**src/rtl/ser_tx_arb.sv**
```systemverilog
// Four-way arbitrated serial byte transmitter: chip-select framing, MSB-first data, inter-frame gap.
// Define SER_TX_ARB_FIXED_PRIO_EN for fixed priority (req[0] highest) instead of round-robin.
module ser_tx_arb #(
    parameter int CLKS_PER_BIT = 4
) (
    input  logic        clk,
    input  logic        rst,
    input  logic [3:0]  req,
    input  logic [31:0] req_data,
    output logic [3:0]  ack,
    output logic        sdo,
    output logic        sclk,
    output logic        cs_n,
    output logic        busy,
    output logic        done
);
    localparam int TW = $clog2(CLKS_PER_BIT) + 1;
    localparam logic [TW-1:0] T_LAST = TW'(CLKS_PER_BIT - 1);

    localparam logic [1:0] IDLE  = 2'd0;
    localparam logic [1:0] SHIFT = 2'd1;
    localparam logic [1:0] GAP   = 2'd2;

    logic [1:0]    state;
    logic          pend;
    logic [1:0]    win_q;
    logic [7:0]    shreg;
    logic [TW-1:0] timer;
    logic [2:0]    bit_idx;
    logic [1:0]    winner;

`ifdef SER_TX_ARB_FIXED_PRIO_EN
    always_comb begin
        winner = '0;
        for (int unsigned i = 4; i > 0; i--) begin
            if (req[i-1]) winner = 2'(i - 1);
        end
    end
`else
    logic [1:0] rr;
    logic [1:0] idx;

    // Scan downward so the lowest offset from rr is the last (winning) assignment.
    always_comb begin
        winner = '0;
        idx    = '0;
        for (int unsigned i = 4; i > 0; i--) begin
            idx = rr + 2'(i - 1);
            if (req[idx]) winner = idx;
        end
    end
`endif

    always_ff @(posedge clk or posedge rst) begin
        if (rst) begin
            state   <= IDLE;
            pend    <= 1'b0;
            win_q   <= '0;
            shreg   <= '0;
            timer   <= '0;
            bit_idx <= 3'd7;
            ack     <= '0;
            sdo     <= 1'b0;
            sclk    <= 1'b0;
            cs_n    <= 1'b1;
            busy    <= 1'b0;
            done    <= 1'b0;
`ifndef SER_TX_ARB_FIXED_PRIO_EN
            rr      <= '0;
`endif
        end else begin
            ack  <= '0;
            done <= 1'b0;
            case (state)
                IDLE: begin
                    // Arbitration edge latches winner and byte; frame starts on the next edge.
                    if (pend) begin
                        pend    <= 1'b0;
                        ack     <= 4'b0001 << win_q;
                        cs_n    <= 1'b0;
                        busy    <= 1'b1;
                        sclk    <= 1'b0;
                        sdo     <= shreg[7];
                        timer   <= '0;
                        bit_idx <= 3'd7;
                        state   <= SHIFT;
                    end else if (req != 4'b0000) begin
                        pend  <= 1'b1;
                        win_q <= winner;
                        shreg <= req_data[{winner, 3'b000} +: 8];
`ifndef SER_TX_ARB_FIXED_PRIO_EN
                        rr    <= winner + 2'd1;
`endif
                    end
                end
                SHIFT: begin
                    if (timer != T_LAST) begin
                        timer <= timer + TW'(1);
                    end else begin
                        timer <= '0;
                        if (!sclk) begin
                            sclk <= 1'b1;
                        end else if (bit_idx != 3'd0) begin
                            bit_idx <= bit_idx - 3'd1;
                            sclk    <= 1'b0;
                            sdo     <= shreg[bit_idx - 3'd1];
                        end else begin
                            cs_n    <= 1'b1;
                            sclk    <= 1'b0;
                            sdo     <= 1'b0;
                            done    <= 1'b1;
                            bit_idx <= 3'd7;
                            state   <= GAP;
                        end
                    end
                end
                GAP: begin
                    if (timer != T_LAST) begin
                        timer <= timer + TW'(1);
                    end else begin
                        timer <= '0;
                        busy  <= 1'b0;
                        state <= IDLE;
                    end
                end
                default: state <= IDLE;
            endcase
        end
    end
endmodule

```
**config.mk**
```make
export PLATFORM = sky130hd
export DESIGN_NAME = ser_tx_arb
export DESIGN_NICKNAME = d
export VERILOG_FILES = /design/src/rtl/ser_tx_arb.sv
export SDC_FILE = /design/constraint.sdc
export NUM_CORES = 1
export LEC_CHECK = 0
export ABC_AREA = 1
export CORE_MARGIN = 5
export CORE_UTILIZATION = 45
export DETAILED_ROUTE_END_ITERATION = 10
export DONT_BUFFER_PORTS = 1
export PLACE_DENSITY = 0.63
export REMOVE_ABC_BUFFERS = 1
export SKIP_LAST_GASP = 1
export SLEW_MARGIN = 30
export SYNTH_ARGS = -nofsm -noshare
export SYNTH_HDL_FRONTEND = slang
export SYNTH_SLANG_ARGS = --single-unit
```
**constraint.sdc**
```tcl
create_clock -name clk -period 2.9 [get_ports clk]
set_input_delay 0.58 -clock clk [delete_from_list [all_inputs] [get_ports clk]]
set_output_delay 0.58 -clock clk [all_outputs]
set_load 0.02 [all_outputs]
```
==> reports/qor_table.md, run 1 <==
| Quantity | Value |
|:---|:---|
| Avg Synthesized Cell Area | 7.27 µm² |
| Routability-driven placement congestion ratio | 0.839 |
| Number of filler cells placed in the layout | 434 |
| Crit share post-route | 0.718 |
| Routed met3 length | 190 µm |
| Fmax | 480 MHz |
| Avg Vias per Cell | 4.85 |
| Via count of the routed design | 1640 |
| Most frequent cells after synthesis | sky130_fd_sc_hd__nand2_1 (69), sky130_fd_sc_hd__inv_1 (55), sky130_fd_sc_hd__nand3_1 (38), sky130_fd_sc_hd__dfrtp_1 (26), sky130_fd_sc_hd__nor2_1 (14) |
| Area of the mapped netlist | 2050 µm² |
| Hold Worst Slack | 0.275 ns |
| Maximum resistive drop on vdd | 216 µV |
| Gr usage total | 0.141 |
| Count of maximum capacitance violations | 0 |
| Wire length of the first global-routing pass | 7060 µm |
| Horiz. Die Dim | 77.5 µm |
| Outcome | completed |
| Cell with the most instances after synthesis | sky130_fd_sc_hd__nand2_1 |
| # DRC | 0 |
| Endpoint class of the critical path | register |
| Vias in the first global route | 1643 |
| Number of flops mapped to enable cells by yosys | 0 |
| Cell types occupying the most area after synthesis | sky130_fd_sc_hd__dfrtp_1 (32%), sky130_fd_sc_hd__nand2_1 (13%), sky130_fd_sc_hd__inv_1 (10%), sky130_fd_sc_hd__nand3_1 (9.3%), sky130_fd_sc_hd__dfstp_2 (5.1%) |
| Slowest cell on the critical path | sky130_fd_sc_hd__dfrtp_1 |
| Number of design-rule violations left by the first detailed-router iteration | 69 |
| H-Tree Depth | 2 |
| Pin count of the biggest net entering global routing | 20 |
| Grt total ovfl | 0 |
| Post-route cell area | 2170 µm² |
| Leak | 1.22 nW |
| Max-Slew Margin vs Limit | 0.569 |
| Setup slack of the worst register-to-register path | 0.82 ns |
| Most numerous cell on the critical path | sky130_fd_sc_hd__nand2_1 |
| Antenna violations before repair | 0 |
| Worst endpoint data arrival time | 2.25 ns |
| Number of standard-cell rows in the floorplan | 24 |
| Crit-path max cell delay | 0.64 ns |
| Wire length per cell after detailed routing | 11.5 µm |
| Placed cell area | 2080 µm² |
| Metal1 wirelength | 1960 µm |
| Sequential cell area fraction in the yosys report | 0.369 |
| Slew @ Worst Pin | 0.646 ns |
| Category of cells accounting for the largest share of critical-path delay | simple AND/OR/NAND/NOR gates |
| Final core utilization | 0.495 |
| Antenna Cells | 0 |
| Crit Path Max Fanout | 19 |
| Core region area | 4380 µm² |
| Minimum clock period after layout | 2.08 ns |
| Async set or reset register ratio after synthesis | 1.00 |
| Maximum buffer depth of the clock tree | 2 |
| Worst path bufs/invs | 1 |
| First-pass DRT Iterations | 4 |
| Final Hold Vio Count | 0 |
| Sum of routed wire length over all layers | 3880 µm |
| Aggregate negative setup slack | 0 ns |
| Worst hold-check path type | input pin to asynchronous set/reset pin |
| Num CTS Buffers | 5 |
| Number of synthesized register bits | 30 |
| CTS clk-pin slew, worst paths | 0.06 ns |
| # clock sinks | 30 |
| Post-Synthesis Cells | 282 |
| Post-CTS setup buffer count | 0 |
| HPWL Detailed | 3040 µm |
| Worst clock skew on the final layout | 0.00359 ns |
| TritonCTS clock tree | built |
| Share of layout cells above drive strength 1 | 0.126 |
| Library cell occupying the most area in the post-synthesis netlist | sky130_fd_sc_hd__dfrtp_1 |
| Area added between synthesis and finish | 5.92% |
| Number of library cell types mapped by synthesis | 39 |
| Crit Path Class | register to register |
| Worst Path Required | 3.07 ns |
| Remaining antenna violation count | 0 |
| Die ar. | 6000 µm² |
| Commonest register cell after synthesis | sky130_fd_sc_hd__dfrtp_1 |
| Insertion delay of the later-clocked pin in the worst-skew pair | 0.28 ns |
| Number of hold buffers added after CTS | 0 |
| Input/output buffers | 0 |
| Initial Util | 0.467 |
| Number of nets in the layout | 330 |
| Boundary Pins | 47 |
| PD cells | 472 nW/µm² |
| Area share of the leading cell type in the synthesized netlist | 0.317 |
| Detail Route met2 WL | 1690 µm |
| Max Slew Vio Count | 0 |
| Ordered list of cells on the worst path | inv_1, nand2_1, nand3_1, nand2_1, nand3_4, nand2_4, nand2_4, nand2_4, nand2_1, nand3_1, nand2_1, nand2_1, nand2_1 |
| Setup repair after global routing missed its margin | false |
| Final setup violation count | 0 |
| # resized after CTS | 0 |
| Number of warning messages in the yosys log | 0 |
| Root Buffer | sky130_fd_sc_hd__clkbuf_8 |
| Uppermost signal routing layer after detailed routing | met4 |
| Critical Path Start Type | register |
| DIE HEIGHT | 77.5 µm |
==> power breakdown <==
group	switching [mW]	internal [mW]	leakage (nW)
Clock	0.151	0.191	0.0482
Sequential	0.0198	0.437	0.367
Combinational	0.144	0.0821	0.807
==> layout make-up <==
class	instances	area (µm²)	area share
inverters	60	228	0.105
repair buffers	2	15.0	0.00692
well taps	52	65.1	0.0300
flip-flops and latches	30	756	0.348
multi-input cells	186	1020	0.468
clock inverters	1	5.00	0.00231
clock buffers	7	86.3	0.0398
==> worst paths after layout <==
| kind | end | start | cells after the start |
|---|---|---|---|
| min in group clk | ack[2] | win_q[0] | 1 |
| max | shreg[6] | rr[0] | 13 |
| max in group asynchronous | rr[0] | rst | 2 |
| min | shreg[1] | rst | 1 |
| min reg2reg | ack[2] | win_q[0] | 1 |
| max reg2reg | shreg[6] | rr[0] | 13 |
==> per-layer routing <==
metal / up-vias / track usage
met1: 701 / 0.194
met2: 47 / 0.210
met4: 0 / 0.0567
li1: 890 / -
met3: 2 / 0.0382
met5: - / 0
==> state kept, by name, indices dropped and copies added (netlist names) <==
| name | count |
|---|---|
| shreg | 8 |
| ack | 4 |
| bit_idx | 3 |
| timer | 3 |
| rr | 2 |
| state | 2 |
| win_q | 2 |
| busy | 1 |
| cs_n | 1 |
| done | 1 |
| pend | 1 |
| sclk | 1 |
| sdo | 1 |
==> layout by cell type, fill, tap and decap left out, types with 3 or more instances in the layout <==
cell type                  instances
sky130_fd_sc_hd__inv_1            55
sky130_fd_sc_hd__o21ai_0           7
sky130_fd_sc_hd__ha_1              7
sky130_fd_sc_hd__o211ai_1          3
sky130_fd_sc_hd__nand3_1          38
sky130_fd_sc_hd__nor2_1           14
sky130_fd_sc_hd__nand2_4           3
sky130_fd_sc_hd__a21oi_1           7
sky130_fd_sc_hd__clkbuf_8          6
sky130_fd_sc_hd__nand2_1          69
sky130_fd_sc_hd__dfstp_2           4
sky130_fd_sc_hd__dfrtp_1          26
sky130_fd_sc_hd__nand2_2          10
sky130_fd_sc_hd__nor3_1            4
==> per-stage QoR <==
step / setup WS (ns) / instances / power, mW
floorplan: 0.770 / 276 / 0.651
global placement: 0.859 / 330 / 0.691
detailed placement: 0.825 / 330 / 0.693
CTS: 0.806 / 338 / 1.04
global route: 0.560 / 338 / 1.09
finish: 0.819 / 338 / 1.03
==> logic make-up (layout without fill, tap and decap cells) <==
| group | Yosys count | count (layout) | share of synthesized area |
|---|---|---|---|
| AOI/OAI and AO/OA | 30 | 30 | 0.0977 |
| xor gates and xnor gates | 1 | 1 | 0.00427 |
| adders and majority gates | 7 | 7 | 0.0427 |
| buffers and inverters | 66 | 70 | 0.136 |
| DFF | 30 | 30 | 0.369 |
| muxes | 2 | 2 | 0.00977 |
| and+or+nand+nor | 146 | 146 | 0.341 |
Note: power is estimated with default switching activity, not from simulation.
==> run 2, diff against run 1 <==
==> constraint.sdc (replaced) <==
create_clock -name clk -period 2 [get_ports clk]
set_input_delay 0.4 -clock clk [delete_from_list [all_inputs] [get_ports clk]]
set_output_delay 0.4 -clock clk [all_outputs]
set_load 0.02 [all_outputs]
==> run 2 against run 1 <==
  * Fmax up 16%
  * First-iteration DRC count down 1.4%
  * Via count up 2.6%
  * Final cell count up 1.8%
  * Largest power group unchanged
  * Clock power up 45%
  * Worst setup slack worse by 0.61 ns
  * Clock skew up 0.0038 ns
  * Register-to-register slack worse by 0.61 ns
  * Critical path type unchanged
  * Design area up 2.8%
  * Wire length up 1.5%
==> reports/qor_table.md, run 2 (same netlist as run 1, synthesis figures left out) <==
| Quantity | Value | vs previous |
|:---|:---|:---|
| Outcome | completed |  |
| Fmax | 557 MHz | +16% |
| Setup repair after global routing missed its margin | false |  |
| Initial Util | 0.467 | unchanged |
| Antenna violations before repair | 0 | unchanged |
| Vias in the first global route | 1584 | -3.6% |
| Final setup violation count | 0 | unchanged |
| Post-CTS setup buffer count | 0 | unchanged |
| Fin worst setup slack | 0.204 ns | -0.614 ns |
| Share of layout cells above drive strength 1 | 0.144 | +0.0180 |
| Avg Vias per Cell | 4.89 | +0.77% |
| CTS clk-pin slew, worst paths | 0.07 ns | about the same |
| Horiz. Die Dim | 77.5 µm | unchanged |
| Remaining antenna violation count | 0 | unchanged |
| Hold Worst Slack | 0.423 ns | +0.148 ns |
| Final Hold Vio Count | 0 | unchanged |
| Grt total ovfl | 0 | unchanged |
| PD cells | 678 nW/µm² | +44% |
| Boundary Pins | 47 | unchanged |
| Worst endpoint data arrival time | 1.96 ns | -0.29 ns |
| Endpoint class of the critical path | register |  |
| Max Slew Vio Count | 0 | unchanged |
| Insertion delay of the later-clocked pin in the worst-skew pair | 0.28 ns | about the same |
| Power, Total | 1.51 mW | +48% |
| Max-Slew Margin vs Limit | 0.781 | +0.212 |
| Number of standard-cell rows in the floorplan | 24 | unchanged |
| Ordered list of cells on the worst path | inv_1, ha_1, inv_1, nor2_1, inv_1, nor2_1, clkinv_1, nand2_1, o211ai_1 |  |
| Final core utilization | 0.509 | +0.0137 |
| Number of nets in the layout | 336 | +1.8% |
| First-pass DRT Iterations | 4 | unchanged |
| Via count of the routed design | 1682 | +2.6% |
| Leak | 1.25 nW | +2.4% |
| Category of cells accounting for the largest share of critical-path delay | buffers and inverters |  |
| H-Tree Depth | 2 | unchanged |
| Placed cell area | 2120 µm² | +1.8% |
| Crit Path Max Fanout | 10 | -9 |
| Maximum buffer depth of the clock tree | 2 | unchanged |
| # clock sinks | 30 | unchanged |
| Worst hold-check path type | input pin to register |  |
| Top library cells by usage in the layout, fill and taps aside | sky130_fd_sc_hd__nand2_1 (69), sky130_fd_sc_hd__inv_1 (55), sky130_fd_sc_hd__nand3_1 (38), sky130_fd_sc_hd__dfrtp_1 (26), sky130_fd_sc_hd__nor2_1 (14) |  |
| TritonCTS clock tree | built |  |
| # DRC | 0 | unchanged |
| Crit-path max cell delay | 0.40 ns | -0.24 ns |
| Most numerous cell on the critical path | sky130_fd_sc_hd__inv_1 |  |
| Root Buffer | sky130_fd_sc_hd__clkbuf_8 |  |
| Crit Path Class | register to register |  |
| Slowest cell on the critical path | sky130_fd_sc_hd__dfrtp_1 |  |
| Die ar. | 6000 µm² | unchanged |
| Count of maximum capacitance violations | 0 | unchanged |
| Crit share post-route | 0.898 | +0.180 |
| Most common cell after layout, fill and taps aside | sky130_fd_sc_hd__nand2_1 |  |
| Worst slack at placement | 0.171 ns | -0.654 ns |
| Worst Path Required | 2.16 ns | -0.91 ns |
| Input/output buffers | 0 | unchanged |
| Maximum resistive drop on vdd | 224 µV | +3.9% |
| Max FFs per register | 8 | unchanged |
| HPWL Detailed | 3130 µm | +3.1% |
| Wire length of the first global-routing pass | 6820 µm | -3.4% |
| Routability-driven placement congestion ratio | 0.821 | -2.2% |
| Minimum clock period after layout | 1.80 ns | -0.286 ns |
| Post-route cell area | 2230 µm² | +2.8% |
| Number of design-rule violations left by the first detailed-router iteration | 68 | -1.4% |
| Worst clock skew on the final layout | 0.00744 ns | +0.00385 ns |
| DIE HEIGHT | 77.5 µm | unchanged |
| Wire length per cell after detailed routing | 11.5 µm | -0.30% |
| Critical Path Start Type | register |  |
| Most flops, register | shreg |  |
| Core region area | 4380 µm² | unchanged |
| Slew @ Worst Pin | 0.326 ns | -0.320 ns |
| Gr usage total | 0.137 | -0.00376 |
| Sum of routed wire length over all layers | 3940 µm | +1.5% |
| Num CTS Buffers | 5 | unchanged |
| Antenna Cells | 0 | unchanged |
| Pin count of the biggest net entering global routing | 23 | +15% |
| Worst path bufs/invs | 4 | +3 |
| Area added between synthesis and finish | 8.85% |  |
| Biggest regs | shreg x8, ack x4 |  |
## run 2: cell types whose count changed in the layout (fill, tap and decap cells not counted)
cell / before / now
sky130_fd_sc_hd__nand2_8: 0 / 1
sky130_fd_sc_hd__clkinvlp_4: 0 / 1
sky130_fd_sc_hd__buf_4: 2 / 7
sky130_fd_sc_hd__clkbuf_1: 1 / 0
sky130_fd_sc_hd__dlygate4sd3_1: 0 / 1
sky130_fd_sc_hd__o21ai_1: 2 / 3
sky130_fd_sc_hd__o21ai_0: 7 / 6
sky130_fd_sc_hd__nand2_4: 3 / 2
## run 2: tightest hold or removal path, delay by kind of cell
family	cells	cell delay (ns)
buffers and inverters	1	0.03
AND/OR/NAND/NOR	5	0.24
## run 2: layout make-up
| class | instances | area (µm²) |
|---|---|---|
| Tap cell | 52 | 65.1 |
| Fill cell | 430 | 2150 |
| Clock inverter | 2 | 12.5 |
| Inverter | 60 | 228 |
| Multi-Input combinational cell | 186 | 1020 |
| Clock buffer | 6 | 82.6 |
| Sequential cell | 30 | 756 |
| Timing Repair Buffer | 8 | 62.6 |
## run 2: routing by layer
layer / part of all wire / vias up / global-route usage
li1: - / 900 / -
met1: 0.51 / 730 / 0.193
met4: 0.011 / 0 / 0.0567
met5: 0 / - / 0
met3: 0.038 / 5 / 0.0289
met2: 0.44 / 47 / 0.204
## run 2: what timing repair did
action	CTS	global route
endpoints found under the hold margin	5	0
setup endpoints to repair	0	8
gates resized for setup	0	2
hold buffers	1	0
## run 2: where the power goes
group          switching (mW)  internal [mW]  total, mW
clock network           0.221          0.276      0.497
registers              0.0233          0.634      0.658
logic                   0.222          0.136      0.358
total                   0.467           1.05       1.51
## run 2: final timing paths
path                             startpoint  endpoint  slack, ns  cells past startpoint
worst max-delay path               state[1]     rr[1]       0.20                      9
worst min-delay path            req_data[8]  shreg[0]       0.42                      6
worst max register to register     state[1]     rr[1]       0.20                      9
worst min register to register     win_q[0]    ack[2]       0.48                      1
max in group asynchronous               rst      cs_n       0.84                      3
min in group asynchronous               rst  shreg[1]       0.51                      2
## run 2: metrics by stage
step | std cells | setup TNS [ns]
2_1_floorplan | 276 | -0.823
3_3_place_gp | 335 | 0
3_5_place_dp | 335 | 0
4_1_cts | 344 | 0
5_1_grt | 344 | 0
6_report | 344 | 0
==> run 3, diff against run 2 <==
--- a/config.mk
+++ b/config.mk
@@ -6,11 +6,13 @@
 export NUM_CORES = 1
 export LEC_CHECK = 0
 export ABC_AREA = 1
+export CELL_PAD_IN_SITES_DETAIL_PLACEMENT = 1
+export CELL_PAD_IN_SITES_GLOBAL_PLACEMENT = 1
 export CORE_MARGIN = 5
 export CORE_UTILIZATION = 45
 export DETAILED_ROUTE_END_ITERATION = 10
 export DONT_BUFFER_PORTS = 1
-export PLACE_DENSITY = 0.63
+export PLACE_DENSITY = 0.82
 export REMOVE_ABC_BUFFERS = 1
 export SKIP_LAST_GASP = 1
 export SLEW_MARGIN = 30
==> run 3 against run 2 <==
  * Global-route usage increased by 2.5 points
  * Non-clock buffer count decreased by 1
  * Die area unchanged
  * Utilization decreased by 0.63 points
  * Worst setup slack got worse by 0.053 ns
  * Design area decreased by 1.2%
  * Fmax decreased by 2.9%
  * Critical path depth increased by 4
  * Count of clock-buffer cells in the layout increased by 1
  * Register-to-register slack got worse by 0.05 ns
==> reports/qor_table.md, run 3 (same netlist as run 1, synthesis figures left out) <==
| Quantity | Value | vs previous |
|:---|:---|:---|
| Reg2reg path depth | 13 | +4 |
| Ordered list of cells on the worst path | inv_1, nand2_1, nor2_1, nor2_4, nand3_4, nand2_4, nand2_4, buf_4, nand3_1, nand3_1, nand2_1, nand2_1, nand2_1 |  |
| Minimum clock period after layout | 1.85 ns | +0.0533 ns |
| Boundary Pins | 47 | unchanged |
| PD cells | 665 nW/µm² | -1.9% |
| Slowest cell on the critical path | sky130_fd_sc_hd__dfrtp_2 |  |
| Metal1 wirelength | 2180 µm | +8.4% |
| Area added between synthesis and finish | 7.51% |  |
| H-Tree Depth | 2 | unchanged |
| Pin count of the biggest net entering global routing | 31 | +35% |
| Final Hold Vio Count | 0 | unchanged |
| Uppermost signal routing layer after detailed routing | met4 |  |
| Gr usage total | 0.162 | +0.0249 |
| Hold Worst Slack | 0.0834 ns | -0.339 ns |
| Grt total ovfl | 0 | unchanged |
| First-pass DRT Iterations | 4 | unchanged |
| Antenna Cells | 0 | unchanged |
| Root Buffer | sky130_fd_sc_hd__clkbuf_8 |  |
| Input/output buffers | 0 | unchanged |
| Num CTS Buffers | 5 | unchanged |
| Die ar. | 6000 µm² | unchanged |
| Setup repair after global routing missed its margin | true |  |
| Initial Util | 0.467 | unchanged |
| Count of maximum capacitance violations | 0 | unchanged |
| Top library cells by usage in the layout, fill and taps aside | sky130_fd_sc_hd__nand2_1 (69), sky130_fd_sc_hd__inv_1 (55), sky130_fd_sc_hd__nand3_1 (38), sky130_fd_sc_hd__dfrtp_1 (25), sky130_fd_sc_hd__nor2_1 (12) |  |
| Maximum resistive drop on vdd | 201 µV | -10% |
| Slew @ Worst Pin | 0.379 ns | +0.0528 ns |
| Most numerous cell on the critical path | sky130_fd_sc_hd__nand2_1 |  |
| Biggest regs | shreg x8, ack x4 |  |
| Worst Path Required | 2.17 ns | about the same |
| Avg Vias per Cell | 5.14 | +5.2% |
| Max FFs per register | 8 | unchanged |
| Final setup violation count | 0 | unchanged |
| Horiz. Die Dim | 77.5 µm | unchanged |
| Post-route cell area | 2200 µm² | -1.2% |
| Via count of the routed design | 1759 | +4.6% |
| Logic depth of the worst path, buffers included | 13 | +4 |
| Maximum buffer depth of the clock tree | 2 | unchanged |
| Endpoint class of the critical path | register |  |
| Crit Path Max Fanout | 16 | +6 |
| TritonCTS clock tree | built |  |
| Wire length of the first global-routing pass | 7980 µm | +17% |
| Sequential cell area in the final layout | 757 µm² | +0.17% |
| Max-Slew Margin vs Limit | 0.748 | -0.0332 |
| Detail Route met2 WL | 2240 µm | +29% |
| Crit share post-route | 0.924 | +0.0267 |
| Fmax | 541 MHz | -2.9% |
| Antenna violations before repair | 0 | unchanged |
| Worst endpoint data arrival time | 2.02 ns | +0.06 ns |
| Sum of routed wire length over all layers | 4630 µm | +18% |
| Setup slack of the worst register-to-register path | 0.15 ns | -0.05 ns |
| # clock sinks | 30 | unchanged |
| Number of design-rule violations left by the first detailed-router iteration | 51 | -25% |
| Number of standard-cell rows in the floorplan | 24 | unchanged |
| Routed met3 length | 146 µm | -1.4% |
| Number of nets in the layout | 335 | -0.30% |
| Category of cells accounting for the largest share of critical-path delay | simple AND/OR/NAND/NOR gates |  |
| FF-to-FF End | shreg[4] |  |
| Vias in the first global route | 1778 | +12% |
| Number of filler cells placed in the layout | 561 | +30% |
| Crit Path Class | register to register |  |
| Core region area | 4380 µm² | unchanged |
| Worst clock skew on the final layout | 0.00410 ns | -0.00334 ns |
| Crit-path max cell delay | 0.49 ns | +0.09 ns |
| Leak | 1.24 nW | -1.3% |
| Most flops, register | shreg |  |
| Outcome | completed |  |
| Share of layout cells above drive strength 1 | 0.148 | +0.00444 |
| Fin worst setup slack | 0.151 ns | -0.0533 ns |
| Worst slack at placement | 0.0367 ns | -0.135 ns |
| Critical Path Start Type | register |  |
| Most common cell after layout, fill and taps aside | sky130_fd_sc_hd__nand2_1 |  |
| Setup crit start | rr[0] |  |
| Wire length per cell after detailed routing | 13.5 µm | +18% |
| Worst R2R Start | rr[0] |  |
| Number of hold buffers added after CTS | 0 | -1 |
| CTS clk-pin slew, worst paths | 0.06 ns | about the same |
| HPWL Detailed | 3730 µm | +19% |
| DIE HEIGHT | 77.5 µm | unchanged |
| Area of the multi-input gates | 1020 µm² | -0.37% |
| Remaining antenna violation count | 0 | unchanged |
| Worst hold-check path type | input pin to asynchronous set/reset pin |  |
| Destination of the critical timing path | shreg[4] |  |
| Placed cell area | 2120 µm² | unchanged |
| Routability-driven placement congestion ratio | 0.771 | -6.1% |
| Insertion delay of the later-clocked pin in the worst-skew pair | 0.28 ns | about the same |
| Max Slew Vio Count | 0 | unchanged |
| Worst path bufs/invs | 2 | -2 |
| # DRC | 0 | unchanged |
## run 3: worst reg2reg max path, cell delays in order, from the launching register on
cell	delay (ns)
sky130_fd_sc_hd__dfrtp_2	0.49
sky130_fd_sc_hd__inv_1	0.13
sky130_fd_sc_hd__nand2_1	0.06
sky130_fd_sc_hd__nor2_1	0.17
sky130_fd_sc_hd__nor2_4	0.07
sky130_fd_sc_hd__nand3_4	0.11
sky130_fd_sc_hd__nand2_4	0.06
sky130_fd_sc_hd__nand2_4	0.07
sky130_fd_sc_hd__buf_4	0.19
sky130_fd_sc_hd__nand3_1	0.10
sky130_fd_sc_hd__nand3_1	0.09
sky130_fd_sc_hd__nand2_1	0.06
sky130_fd_sc_hd__nand2_1	0.08
sky130_fd_sc_hd__nand2_1	0.06
## run 3: worst min-delay path by stage
stage,from,depth (start not counted),endpoint
finish,rst,2,sclk
global route,rst,2,done
CTS,rst,2,sclk
detailed placement,rst,2,sclk
global placement,rst,2,busy
floorplan,win_q[1],1,ack[0]
## run 3: through the flow
stage               instances  total power, mW  setup TNS (ns)  utilization
CTS                       342             1.48               0        0.500
finish                    342             1.47               0        0.503
global route              342             1.56         -0.0312        0.503
detailed placement        335             1.03               0        0.483
global placement          335             1.02               0        0.483
floorplan                 276            0.945          -0.823            -
## run 3: cell type report
class,instances,share of cell area
Tap cell,52,0.0295
Timing Repair Buffer,7,0.0256
Inverter,60,0.103
Multi-Input combinational cell,186,0.463
Clock buffer,7,0.0346
Sequential cell,30,0.344
## run 3: timing repair
item,CTS,global route
endpoints found under the setup margin,0,14
resized for setup,0,6
buffers inserted,0,0
## run 3: report_power, final
part / internal (mW) / switching, mW / total, mW
registers: 0.635 / 0.0275 / 0.662
clock network: 0.239 / 0.209 / 0.448
logic: 0.132 / 0.223 / 0.355
## run 3: metal layers
layer | vias up | track usage
li1 | 899 | -
met1 | 817 | 0.208
met4 | 0 | 0.0670
met5 | - | 0
met2 | 36 | 0.258
met3 | 7 | 0.0417
